===== src/rtl/config_chain_segment_if.sv =====
// ============================================================================
// Module  : config_chain_segment_if
// Brief   : Serial configuration chain bundle for one chain segment.
// Revision: 1.0  initial release
// ============================================================================
`default_nettype none

interface config_chain_segment_if #(
  parameter int CONFIG_WIDTH = 64,
  parameter int COUNT_WIDTH  = 16
);
  logic                    iConfigEnable;
  logic                    iConfigDataIn;
  logic                    iConfigDone;
  logic                    oConfigDataOut;
  logic [CONFIG_WIDTH-1:0] oConfig;
  logic                    oConfigValid;
  logic [COUNT_WIDTH-1:0]  oBitCount;
  logic                    oShortLoad;

  modport master (
    output iConfigEnable, iConfigDataIn, iConfigDone,
    input  oConfigDataOut, oConfig, oConfigValid, oBitCount, oShortLoad
  );

  modport slave (
    input  iConfigEnable, iConfigDataIn, iConfigDone,
    output oConfigDataOut, oConfig, oConfigValid, oBitCount, oShortLoad
  );
endinterface

`default_nettype wire


===== src/rtl/config_chain_segment.sv =====
// ============================================================================
// Module  : config_chain_segment
// Brief   : One scan-chain segment: shifts serial config, commits on done rise.
// Revision: 1.0  initial release
// ============================================================================
`default_nettype none

module config_chain_segment #(
  parameter int CONFIG_WIDTH = 64,
  parameter int COUNT_WIDTH  = 16
) (
  input  logic                  iClk,
  input  logic                  iReset,
  config_chain_segment_if.slave bus
);

  localparam logic [1:0] IDLE   = 2'd0;
  localparam logic [1:0] SHIFT  = 2'd1;
  localparam logic [1:0] COMMIT = 2'd2;
  localparam logic [1:0] LOCKED = 2'd3;

  logic [1:0]              r_state;
  logic [CONFIG_WIDTH-1:0] r_shift;
  logic [CONFIG_WIDTH-1:0] r_config;
  logic [COUNT_WIDTH-1:0]  r_count;
  logic                    r_valid;
  logic                    r_short;
  logic                    r_done_prev;
  logic                    r_armed;

  logic w_loading;
  logic w_shift;
  logic w_rise;
  logic w_fall;
  logic w_count_sat;
  logic w_short;

  assign w_loading   = (r_state == IDLE) || (r_state == SHIFT);
  assign w_shift     = w_loading && bus.iConfigEnable;
  // A rise only counts once done has been seen low since reset, so a level
  // already high at reset release never triggers a commit.
  assign w_rise      = bus.iConfigDone && !r_done_prev && r_armed;
  assign w_fall      = !bus.iConfigDone && r_done_prev;
  assign w_count_sat = &r_count;
  assign w_short     = (32'(r_count) < 32'(CONFIG_WIDTH));

  always_ff @(posedge iClk or posedge iReset) begin
    if (iReset) begin
      r_state     <= IDLE;
      r_shift     <= '0;
      r_config    <= '0;
      r_count     <= '0;
      r_valid     <= 1'b0;
      r_short     <= 1'b0;
      r_done_prev <= 1'b0;
      r_armed     <= 1'b0;
    end else begin
      r_done_prev <= bus.iConfigDone;
      if (!bus.iConfigDone) begin
        r_armed <= 1'b1;
      end

      case (r_state)
        IDLE, SHIFT: begin
          if (w_shift) begin
            r_shift <= {bus.iConfigDataIn, r_shift[CONFIG_WIDTH-1:1]};
            if (!w_count_sat) begin
              r_count <= r_count + 1'b1;
            end
          end
          // An abort clears the count even if a shift lands in the same cycle.
          if (w_fall) begin
            r_state <= IDLE;
            r_count <= '0;
          end else if (w_rise) begin
            r_state <= COMMIT;
          end else if (w_shift) begin
            r_state <= SHIFT;
          end
        end

        COMMIT: begin
          r_config <= r_shift;
          r_valid  <= 1'b1;
          r_short  <= w_short;
          r_state  <= LOCKED;
        end

        LOCKED: begin
          // Level test also catches a done fall that happened during COMMIT.
          if (!bus.iConfigDone) begin
            r_state <= IDLE;
            r_count <= '0;
            r_valid <= 1'b0;
          end
        end

        default: begin
          r_state <= IDLE;
        end
      endcase
    end
  end

  assign bus.oConfigDataOut = r_shift[0];
  assign bus.oConfig        = r_config;
  assign bus.oConfigValid   = r_valid;
  assign bus.oBitCount      = r_count;
  assign bus.oShortLoad     = r_short;

endmodule

`default_nettype wire


===== src/flat_wrapper.sv =====
// flat-port wrapper written by rule: the top's interface ports become plain ports
module config_chain_segment_flat 
#(
  parameter int CONFIG_WIDTH = 64,
  parameter int COUNT_WIDTH  = 16
)
  (iClk, iReset, bus_iConfigEnable, bus_iConfigDataIn, bus_iConfigDone, bus_oConfigDataOut, bus_oConfig, bus_oConfigValid, bus_oBitCount, bus_oShortLoad);
  config_chain_segment_if #(.CONFIG_WIDTH(CONFIG_WIDTH), .COUNT_WIDTH(COUNT_WIDTH)) bus_i ();
  input  logic iClk;
  input  logic iReset;
  input wire logic [$bits(bus_i.iConfigEnable)-1:0] bus_iConfigEnable;
  input wire logic [$bits(bus_i.iConfigDataIn)-1:0] bus_iConfigDataIn;
  input wire logic [$bits(bus_i.iConfigDone)-1:0] bus_iConfigDone;
  output wire logic [$bits(bus_i.oConfigDataOut)-1:0] bus_oConfigDataOut;
  output wire logic [$bits(bus_i.oConfig)-1:0] bus_oConfig;
  output wire logic [$bits(bus_i.oConfigValid)-1:0] bus_oConfigValid;
  output wire logic [$bits(bus_i.oBitCount)-1:0] bus_oBitCount;
  output wire logic [$bits(bus_i.oShortLoad)-1:0] bus_oShortLoad;
  assign bus_i.iConfigEnable = bus_iConfigEnable;
  assign bus_i.iConfigDataIn = bus_iConfigDataIn;
  assign bus_i.iConfigDone = bus_iConfigDone;
  assign bus_oConfigDataOut = bus_i.oConfigDataOut;
  assign bus_oConfig = bus_i.oConfig;
  assign bus_oConfigValid = bus_i.oConfigValid;
  assign bus_oBitCount = bus_i.oBitCount;
  assign bus_oShortLoad = bus_i.oShortLoad;
  config_chain_segment #(.CONFIG_WIDTH(CONFIG_WIDTH), .COUNT_WIDTH(COUNT_WIDTH)) u_core (.iClk(iClk), .iReset(iReset), .bus(bus_i));
endmodule

===== config.mk =====
export PLATFORM = sky130hd
export DESIGN_NAME = config_chain_segment_flat
export DESIGN_NICKNAME = d
export VERILOG_FILES = /design/src/rtl/config_chain_segment_if.sv /design/src/rtl/config_chain_segment.sv /design/src/flat_wrapper.sv
export SDC_FILE = /design/constraint.sdc
export NUM_CORES = 1
export LEC_CHECK = 0
export BUFFER_PORTS_ARGS = -buffer_cell sky130_fd_sc_hd__buf_2
export CORE_MARGIN = 2
export CORE_UTILIZATION = 45
export CTS_CLUSTER_DIAMETER = 60
export DETAILED_ROUTE_END_ITERATION = 6
export PLACE_DENSITY = 0.65
export SETUP_SLACK_MARGIN = 0.15
export SYNTH_ARGS = -nofsm -noshare
export SYNTH_HDL_FRONTEND = slang
export SYNTH_SLANG_ARGS = --single-unit

===== constraint.sdc =====
create_clock -name iClk -period 6.96 [get_ports iClk]
set_input_delay 1.392 -clock iClk [delete_from_list [all_inputs] [get_ports iClk]]
set_output_delay 1.392 -clock iClk [all_outputs]
set_load 0.1 [all_outputs]

Word-level counts from Yosys, hierarchy flattened --
Cells that the tools add are included.
Word-level totals: word-level logic and storage cells 45, input port bits 5, flip-flop bits (word level) 150
Operators by class: add/sub/neg operators 1, eq/ne operators 7, $lt $le $gt $ge 1, reductions and logical operators 16, mux-type cells 12
Operators by type and width (number):
- $mux W16 | 4
- $pmux W16 S2 | 1
- $add A16 B1 Y16 const B | 1
- $lt A16 B7 Y1 const B | 1
- $reduce_and A16 Y1 | 1
- $mux W2 | 4
- $pmux W2 S3 | 1
- $reduce_and A2 Y1 | 3
- $eq A2 B2 Y1 const B | 2
- $logic_and A1 B1 Y1 | 4
- $ne A4 B1 Y1 const B | 1
- $reduce_and A4 Y1 | 1
- $reduce_bool A2 Y1 | 2
- $ne A3 B1 Y1 const B | 1
- $ne A3 B2 Y1 const B | 1
- $eq A2 B1 Y1 const B | 1
- $logic_not A1 Y1 | 2
- $logic_not A2 Y1 | 1
- $ne A2 B2 Y1 const B | 1
- $pmux W1 S2 | 1
- $reduce_or A2 Y1 | 1
- $logic_or A1 B1 Y1 | 1
- $mux W1 | 1

Logic depth before layout (Yosys ltp) --
Gate-level depths: netlist of the first run.
word-level depth 7, mapped depth 7

Worst setup path before layout of the first run --
No wires, ideal clock.
path type input to register, start point input port bus_iConfigDone, end point register u_core.r_count[6], in the netlist u_core.bus.oBitCount[6], buffers on the path 1, data required time 6794 ps, path slack 4414 ps, stages on the path 6, data arrival time 2380 ps, cells stage by stage nand2b_1 -> a22o_1 -> a31o_1 -> buf_4 -> o21ai_1 -> o41ai_1
On the way: word-level cells in the longest chain between the ends 4, elaborated cells between the ends (all ways) 8, classes of those cells eq/ne (3); mux (2); reduce/logical (3)
Ends and longest elaborated chain:
- start, declared | line flat_wrapper.sv:13 | input wire logic [$bits(bus_i.iConfigDone)-1:0] bus_iConfigDone;
- $logic_not A1 Y1 | line config_chain_segment.sv:43 | assign w_fall = !bus.iConfigDone && r_done_prev;
- $logic_and A1 B1 Y1 | line config_chain_segment.sv:43
- $ne A3 B1 Y1 (no source line) (tied with other cells)
- $reduce_and A4 Y1 (no source line) / $pmux W16 S2 (equally long branches)
- end signal, assigned | line config_chain_segment.sv:68 | r_count <= r_count + 1'b1;
- end, declared | line config_chain_segment.sv:25 | logic [COUNT_WIDTH-1:0] r_count;
Parallel ways exist; a longest one is shown, timed or not. A chain may end at the register's enable or synchronous reset.

Worst setup path after layout of the first run --
start point input port bus_iConfigEnable, end point register u_core.r_count[5], in the netlist u_core.bus.oBitCount[5]
On the way: word-level cells in the longest chain between the ends 3
Ends and longest elaborated chain:
- start, declared | line flat_wrapper.sv:11 | input wire logic [$bits(bus_i.iConfigEnable)-1:0] bus_iConfigEnable;
- $logic_and A1 B1 Y1 | line config_chain_segment.sv:39 | assign w_shift = w_loading && bus.iConfigEnable;
- $ne A3 B1 Y1 (no source line)
- $reduce_and A4 Y1 (no source line)
Every way passes these cells.

==> reports/metrics.csv, run 1 <==
stage,metric,value,unit
cts,clk sinks,150,
global_routing,number of global-route vias before repair,3695,
place,GPL Wtd Cong,0.835,
synth,largest family of logic cells by synthesized area,multiplexers,
cts,postcts setup bufs,0,
place,DP Area,6500,µm²
synth,simple-gate share of the synthesized area,5.70,%
synth,Post-synth top flop,dfrtp_1,
sta,# setup viols final,0,
cts,# resized after CTS,0,
cts,clock latency at the later pin of the worst-skew pair,0.41,ns
power,PD cells,389,nW/µm²
cts,CTS hold repair buffers,0,
floorplanning,Die Wd,119,µm
sta,Worst slew margin,39.6,%
cells_and_area,Nets,506,
place,Final HPWL DP,6630,µm
synth,multiplexer area fraction after synthesis,24.4,%
synth,ys async rst share,100,%
cells_and_area,layout cell share with drive strength beyond 1,49.0,%
floorplanning,Die Y-Extent,119,µm
route,drt first-iter violations,278,
worst_setup_path,reg2reg setup slack,4.67,ns
floorplanning,Initial Util,46.4,%
cells_and_area,diode count,0,
place,dpl cells,653,
cts,clock buffer depth,2,
synth,adder-cell share of the synthesized area,0.212,%
power,Max IR drop VDD,233,µV
floorplanning,die area,14100,µm²
synth,post-synthesis sequential area ratio,63.6,%
worst_setup_path,WP data required,7.27,ns
sta,RSZ-0062 raised after global routing,false,
place,Post-Place Setup Slack,3.66,ns
sta,setup TNS,0,ns
flow_run,Max-cap violations,0,
outcome,status,finished clean,
global_routing,first-pass GRT wire length,18200,µm
cts,CTS buffer count,17,
floorplanning,Top-Level Pins,88,
sta,Final Skew,0.00564,ns
worst_setup_path,CP Class,in2reg,
worst_setup_path,startpoint class of the critical path,primary input,
floorplanning,Core Rows,41,
place,# port buffers,87,
sta,fmax,0.347,GHz
hold_path,Hold Path Class,reg2reg,
sta,worst slew pin tran,0.906,ns
worst_setup_path,critical path data arrival time,3.19,ns
cells_and_area,multi-input logic area,2060,µm²
worst_setup_path,Max Fanout on Critical Path,66,
global_routing,antenna violations before repair,0,
route,Pre-antenna DRT Iters,6,
cts,root buffer cell,clkbuf_16,
synth,number of enable flip-flop cells after synthesis,0,
synth,Synth Register Bits,150,
sta,Tcrit/Tclk final,41.4,%
synth,Netlist cell types,33,
global_routing,largest net degree at the start of global routing,87,
cells_and_area,FF/Latch Area,3750,µm²
synth,Syn Area/Cell,14.4,µm²
cells_and_area,most frequent cells in the layout,"dfrtp_1 (150), mux2_2 (128), buf_2 (87), nand2_1 (23), clkbuf_16 (17)",
cells_and_area,fin area,7150,µm²
synth,Netlist Area Pre-Place,5910,µm²
synth,xor and xnor area share after synthesis,0,%
route,WL per Instance,15.4,µm
cts,CTS tree,built,
synth,Synth Area in Compound Gates,4.39,%
synth,Mapped Nets,417,
floorplanning,area of the core,12700,µm²
sta,final max-slew violation count,0,
synth,Post-Synthesis Cells,411,
global_routing,gr ovfl total,0,
global_routing,overall routing resource usage,16.3,%
worst_setup_path,CP Capture Type,flop,
route,Total Routed Length,10500,µm
sta,Period minus WS final,2.88,ns
route,via count,3580,
power,leakage,3.70,nW
cts,H-tree depth,4,
synth,Ys Warns,0,
cts,Worst-path clk slew,0.06,ns
sta,final worst slack,4.08,ns
cells_and_area,area grow syn2layout,21.0,%
sta,Final Hold Vio Count,0,
route,"antenna viol nets, final",0,
route,Vias per Instance,5.23,
route,DRC,0,
cells_and_area,"commonest non-fill, non-tap cell in the layout",dfrtp_1,
cells_and_area,fillcell total,1107,
cells_and_area,fin cells,684,
-- registers in the layout (all words and copies together), names as in the netlist --
name and count:
u_core.r_armed 1, u_core.r_shift 64, u_core.r_state 2, u_core.bus.oConfig 64, u_core.bus.oShortLoad 1, u_core.bus.oBitCount 16, u_core.bus.oConfigValid 1, u_core.r_done_prev 1
-- kinds of logic (layout without fill, tap and decap cells) --
logic type / after synthesis / after routing
DFF: 150 / 150
adders and majority gates: 1 / 1
and+or+nand+nor: 67 / 67
muxes: 128 / 128
AOI/OAI and AO/OA: 43 / 43
buffers and inverters: 22 / 123
-- per-layer routing --
metal	global-route usage [%]	vias to the layer above	wire [µm]
li1	-	1649	-
met2	24.6	90	4950
met5	0	-	0
met4	7.96	0	230
met1	20.8	1820	4650
met3	5.84	21	689
-- power breakdown --
part           switching (mW)  internal, mW
sequential             0.0721         0.985
clock                   0.330         0.661
combinational           0.563         0.170
total                   0.965          1.82
-- Yosys cell counts (all sizes together) (3+ instances only) --
| cell | count | share of area (%) |
|---|---|---|
| a21oi | 7 | 0.59 |
| clkbuf | 5 | 0.32 |
| o31ai | 4 | 0.51 |
| nand2b | 5 | 0.53 |
| nand3 | 10 | 0.93 |
| nand2 | 23 | 1.5 |
| nor4 | 3 | 0.32 |
| nand4 | 3 | 0.32 |
| inv | 3 | 0.19 |
| o21ai | 20 | 1.7 |
| nor2 | 11 | 0.70 |
| o211ai | 4 | 0.51 |
| buf | 14 | 1.2 |
| dfrtp | 150 | 64 |
| and3 | 4 | 0.42 |
| mux2 | 128 | 24 |
-- through the flow --
stage | power, mW | utilization [%] | hold slack (ns)
4_1_cts | 2.82 | 56.2 | 0.483
2_1_floorplan | 1.69 | - | 0.435
3_5_place_dp | 1.81 | 51.1 | 0.466
5_1_grt | 2.90 | 56.2 | 0.492
3_3_place_gp | 1.80 | 51.1 | 0.450
6_report | 2.78 | 56.2 | 0.480
-- worst max-delay path: stages --
cell,delay (ns)
buf_2,0.10
nor2b_4,0.13
buf_4,0.64
and2_1,0.39
nand2_1,0.20
o31ai_1,0.29
-- layout make-up --
type,instances,share of cell area [%]
Timing Repair Buffer,89,6.30
Multi-Input combinational cell,239,28.9
Tap cell,172,3.01
Clock buffer,22,6.64
Inverter,3,0.228
Clock inverter,9,2.42
Sequential cell,150,52.5
-- worst paths after layout --
path,start,to,cells past startpoint
worst max-delay path,bus_iConfigEnable,u_core.bus.oBitCount[5],6
worst min-delay path,u_core.r_armed,u_core.r_armed,1
worst max register to register,u_core.r_state[1],u_core.bus.oBitCount[5],5
worst min register to register,u_core.r_armed,u_core.r_armed,1
max in group asynchronous,iReset,u_core.bus.oConfigValid,3
min in group asynchronous,iReset,u_core.bus.oConfig[60],2
Power figures use the tool's default switching activity.
==> run 2: changes to the inputs <==
--- a/config.mk
+++ b/config.mk
@@ -5,6 +5,7 @@
 export SDC_FILE = /design/constraint.sdc
 export NUM_CORES = 1
 export LEC_CHECK = 0
+export ABC_AREA = 1
 export BUFFER_PORTS_ARGS = -buffer_cell sky130_fd_sc_hd__buf_2
 export CORE_MARGIN = 2
 export CORE_UTILIZATION = 45
==> constraint.sdc (replaced) <==
create_clock -name iClk -period 2.75 [get_ports iClk]
set_input_delay 0.55 -clock iClk [delete_from_list [all_inputs] [get_ports iClk]]
set_output_delay 0.55 -clock iClk [all_outputs]
set_load 0.1 [all_outputs]
==> reports/metrics.csv, run 2 <==
stage,metric,value,unit,change
power,Max IR drop VDD,448,µV,+93%
synth,Post-Synthesis Cells,671,,+63%
power,PD cells,1020,nW/µm²,+160%
worst_setup_path,WP buf/inv,1,,-1
synth,synth cell count leaders,"nand2_1 (198), dfrtp_1 (150), o21ai_0 (132)",,
outcome,status,finished clean,,
cts,postcts setup bufs,0,,unchanged
synth,largest cells by area after synthesis,"dfrtp_1 (62%), nand2_1 (12%), o21ai_0 (11%)",,
synth,Syn Area/Cell,8.98,µm²,-38%
floorplanning,Top-Level Pins,88,,unchanged
worst_setup_path,reg-to-reg startpoint,u_core.bus.oBitCount[0],,
synth,most numerous cell in the Yosys netlist,nand2_1,,
global_routing,overall routing resource usage,18.2,%,+1.9 points
synth,Netlist cell types,25,,-24%
hold_path,hold path start,bus_iConfigDone,,
worst_setup_path,Max Fanout on Critical Path,7,,-89%
floorplanning,Die Y-Extent,120,µm,+0.96%
power,Combinational Power Share,30.6,%,+4.2 points
global_routing,first-pass GRT wire length,20600,µm,+13%
route,WL per Instance,12.5,µm,-19%
sta,RSZ-0062 raised after global routing,false,,
synth,post-synthesis sequential area ratio,62.3,%,-1.2 points
route,via count,4445,,+24%
worst_setup_path,reg2reg setup slack,0.85,ns,-3.82 ns
cts,clk sinks,150,,unchanged
global_routing,number of global-route vias before repair,4354,,+18%
worst_setup_path,startpoint class of the critical path,flop,,
floorplanning,Initial Util,45.8,%,-0.57 points
worst_setup_path,CP Capture Type,output pin,,
cts,clock buffer depth,2,,unchanged
power,Internal Power,4.38,mW,+140%
cells_and_area,Nets,757,,+50%
global_routing,largest net degree at the start of global routing,151,,+74%
place,Final HPWL DP,7630,µm,+15%
cts,CTS hold repair buffers,0,,unchanged
route,"antenna viol nets, final",0,,unchanged
cts,CTS tree,built,,
power,sw power,2.96,mW,+210%
cts,clock latency at the later pin of the worst-skew pair,0.42,ns,about the same
worst_setup_path,slowest CP cell,dfrtp_1,,
cells_and_area,fin cells,940,,+37%
power,sequential share of power,36.4,%,-1.6 points
global_routing,antenna violations before repair,0,,unchanged
worst_setup_path,CP Class,reg2out,,
cells_and_area,area grow syn2layout,19.9,%,
synth,number of enable flip-flop cells after synthesis,0,,unchanged
floorplanning,Die Wd,120,µm,+0.96%
worst_setup_path,"CP delay by family, top",flip-flops,,
cells_and_area,diode count,0,,unchanged
floorplanning,die area,14300,µm²,+1.9%
synth,Synth area leader,dfrtp_1,,
sta,Worst slew margin,32.3,%,-7.2 points
synth,Mapped Nets,677,,+62%
place,GPL Wtd Cong,0.838,,+0.42%
cts,H-tree depth,4,,unchanged
flow_run,Max-cap violations,0,,unchanged
synth,Netlist Area Pre-Place,6020,µm²,+2.0%
route,Pre-antenna DRT Iters,5,,-1
place,# port buffers,87,,unchanged
route,Total Routed Length,11700,µm,+12%
synth,Synth Register Bits,150,,unchanged
cells_and_area,"commonest non-fill, non-tap cell in the layout",nand2_1,,
cts,root buffer cell,clkbuf_16,,
worst_setup_path,cells along the critical path,buf_2,,
sta,# setup viols final,0,,unchanged
sta,worst slew pin tran,1.01,ns,+0.108 ns
place,dpl cells,908,,+39%
sta,setup TNS,0,ns,unchanged
route,drt first-iter violations,306,,+10%
sta,final worst slack,0.829,ns,-3.25 ns
worst_setup_path,critical path data arrival time,1.37,ns,-1.82 ns
synth,Post-synth top flop,dfrtp_1,,
place,Post-Place Setup Slack,0.697,ns,-2.97 ns
cts,Worst-path clk slew,0.06,ns,about the same
sta,Final Hold Vio Count,0,,unchanged
floorplanning,area of the core,13100,µm²,+3.3%
power,switching share of power,40.4,%,+5.7 points
cts,CTS buffer count,17,,unchanged
route,Vias per Instance,4.73,,-9.7%
worst_setup_path,CP max stage delay,0.48,ns,-0.16 ns
synth,Ys Warns,0,,unchanged
sta,Tcrit/Tclk final,69.8,%,
sta,fmax,0.521,GHz,
worst_setup_path,WP data required,2.20,ns,-5.07 ns
sta,final max-slew violation count,0,,unchanged
global_routing,gr ovfl total,0,,unchanged
worst_setup_path,Critical Path Start,u_core.bus.oBitCount[11],,
sta,Period minus WS final,1.92,ns,
cells_and_area,layout cell share with drive strength beyond 1,17.8,%,-31 points
power,Clock power frac,33.0,%,-2.6 points
synth,ys async rst share,100,%,unchanged
route,DRC,0,,unchanged
hold_path,Hold Path Class,in2reg,,
floorplanning,Core Rows,42,,+2.4%
sta,Final Skew,0.00529,ns,-0.000352 ns
cells_and_area,most frequent cells in the layout,"nand2_1 (197), dfrtp_1 (150), o21ai_0 (132), buf_2 (87), inv_1 (81)",,
synth,Synth top area share,62.3,%,-1.2 points
power,leakage,3.54,nW,-4.4%
cts,# resized after CTS,0,,unchanged
## run 2: cell types whose count changed after synthesis, sizes merged, moves of 5 or more
cell    previous run  this run
nand2             23       202
mux2             128         0
o21ai             20       140
inv                3        85
nand2b             5         0
xor2               0         5
buf               14         9
clkbuf             5        21
nor2              11        31
## run 2: routing by layer
| metal | track usage [%] | wire length, µm | up-vias |
|---|---|---|---|
| met5 | 0 | 0 | - |
| met4 | 6.47 | 179 | 0 |
| met3 | 5.13 | 575 | 17 |
| met2 | 28.1 | 5510 | 94 |
| met1 | 24.7 | 5470 | 2071 |
| li1 | - | - | 2263 |
## run 2: path summary, 6_finish.rpt
kind	depth (start not counted)	end
min in group asynchronous	3	u_core.r_shift[20]
worst max-delay path	1	bus_oBitCount[11]
worst min-delay path	1	u_core.r_done_prev
worst min register to register	2	u_core.bus.oConfig[0]
worst max register to register	9	u_core.bus.oBitCount[10]
max in group asynchronous	3	u_core.r_shift[41]
## run 2: power by group through the flow
stage	Combinational (mW)	Sequential, mW	Clock, mW
final	2.25	2.68	2.42
after detailed placement	2.27	2.71	0
after floorplan	0.859	3.75	0
after CTS	2.27	2.68	2.48
after global placement	2.23	2.71	0
after global routing	2.45	2.72	2.58
## run 2: final cells by class
class | instances | area [µm²]
inverter | 86 | 328
tap | 176 | 220
multi-input combinational | 405 | 1820
sequential | 150 | 3750
fill | 1233 | 5910
timing repair buffer | 91 | 478
clock inverter | 13 | 180
clock buffer | 19 | 443
## run 2: through the flow
stage	total power [mW]	util (%)	hold WS (ns)	instance area, µm²
after CTS	7.43	55.0	0.261	7220
after global placement	4.94	50.2	0.437	6600
after floorplan	4.61	-	0.414	6030
final	7.35	55.0	0.286	7220
after global routing	7.76	55.0	0.270	7220
after detailed placement	4.99	50.2	0.456	6600
## run 2: logic make-up (layout without fill, tap and decap cells)
family / count (synthesis) / in the layout / share of synthesized area [%]
adders and majority gates: 1 / 1 / 0.208
buffers and inverters: 116 / 209 / 7.58
xor gates and xnor gates: 6 / 6 / 0.872
AOI/OAI and AO/OA: 143 / 143 / 11.9
and+or+nand+nor: 255 / 255 / 17.1
DFF: 150 / 150 / 62.3
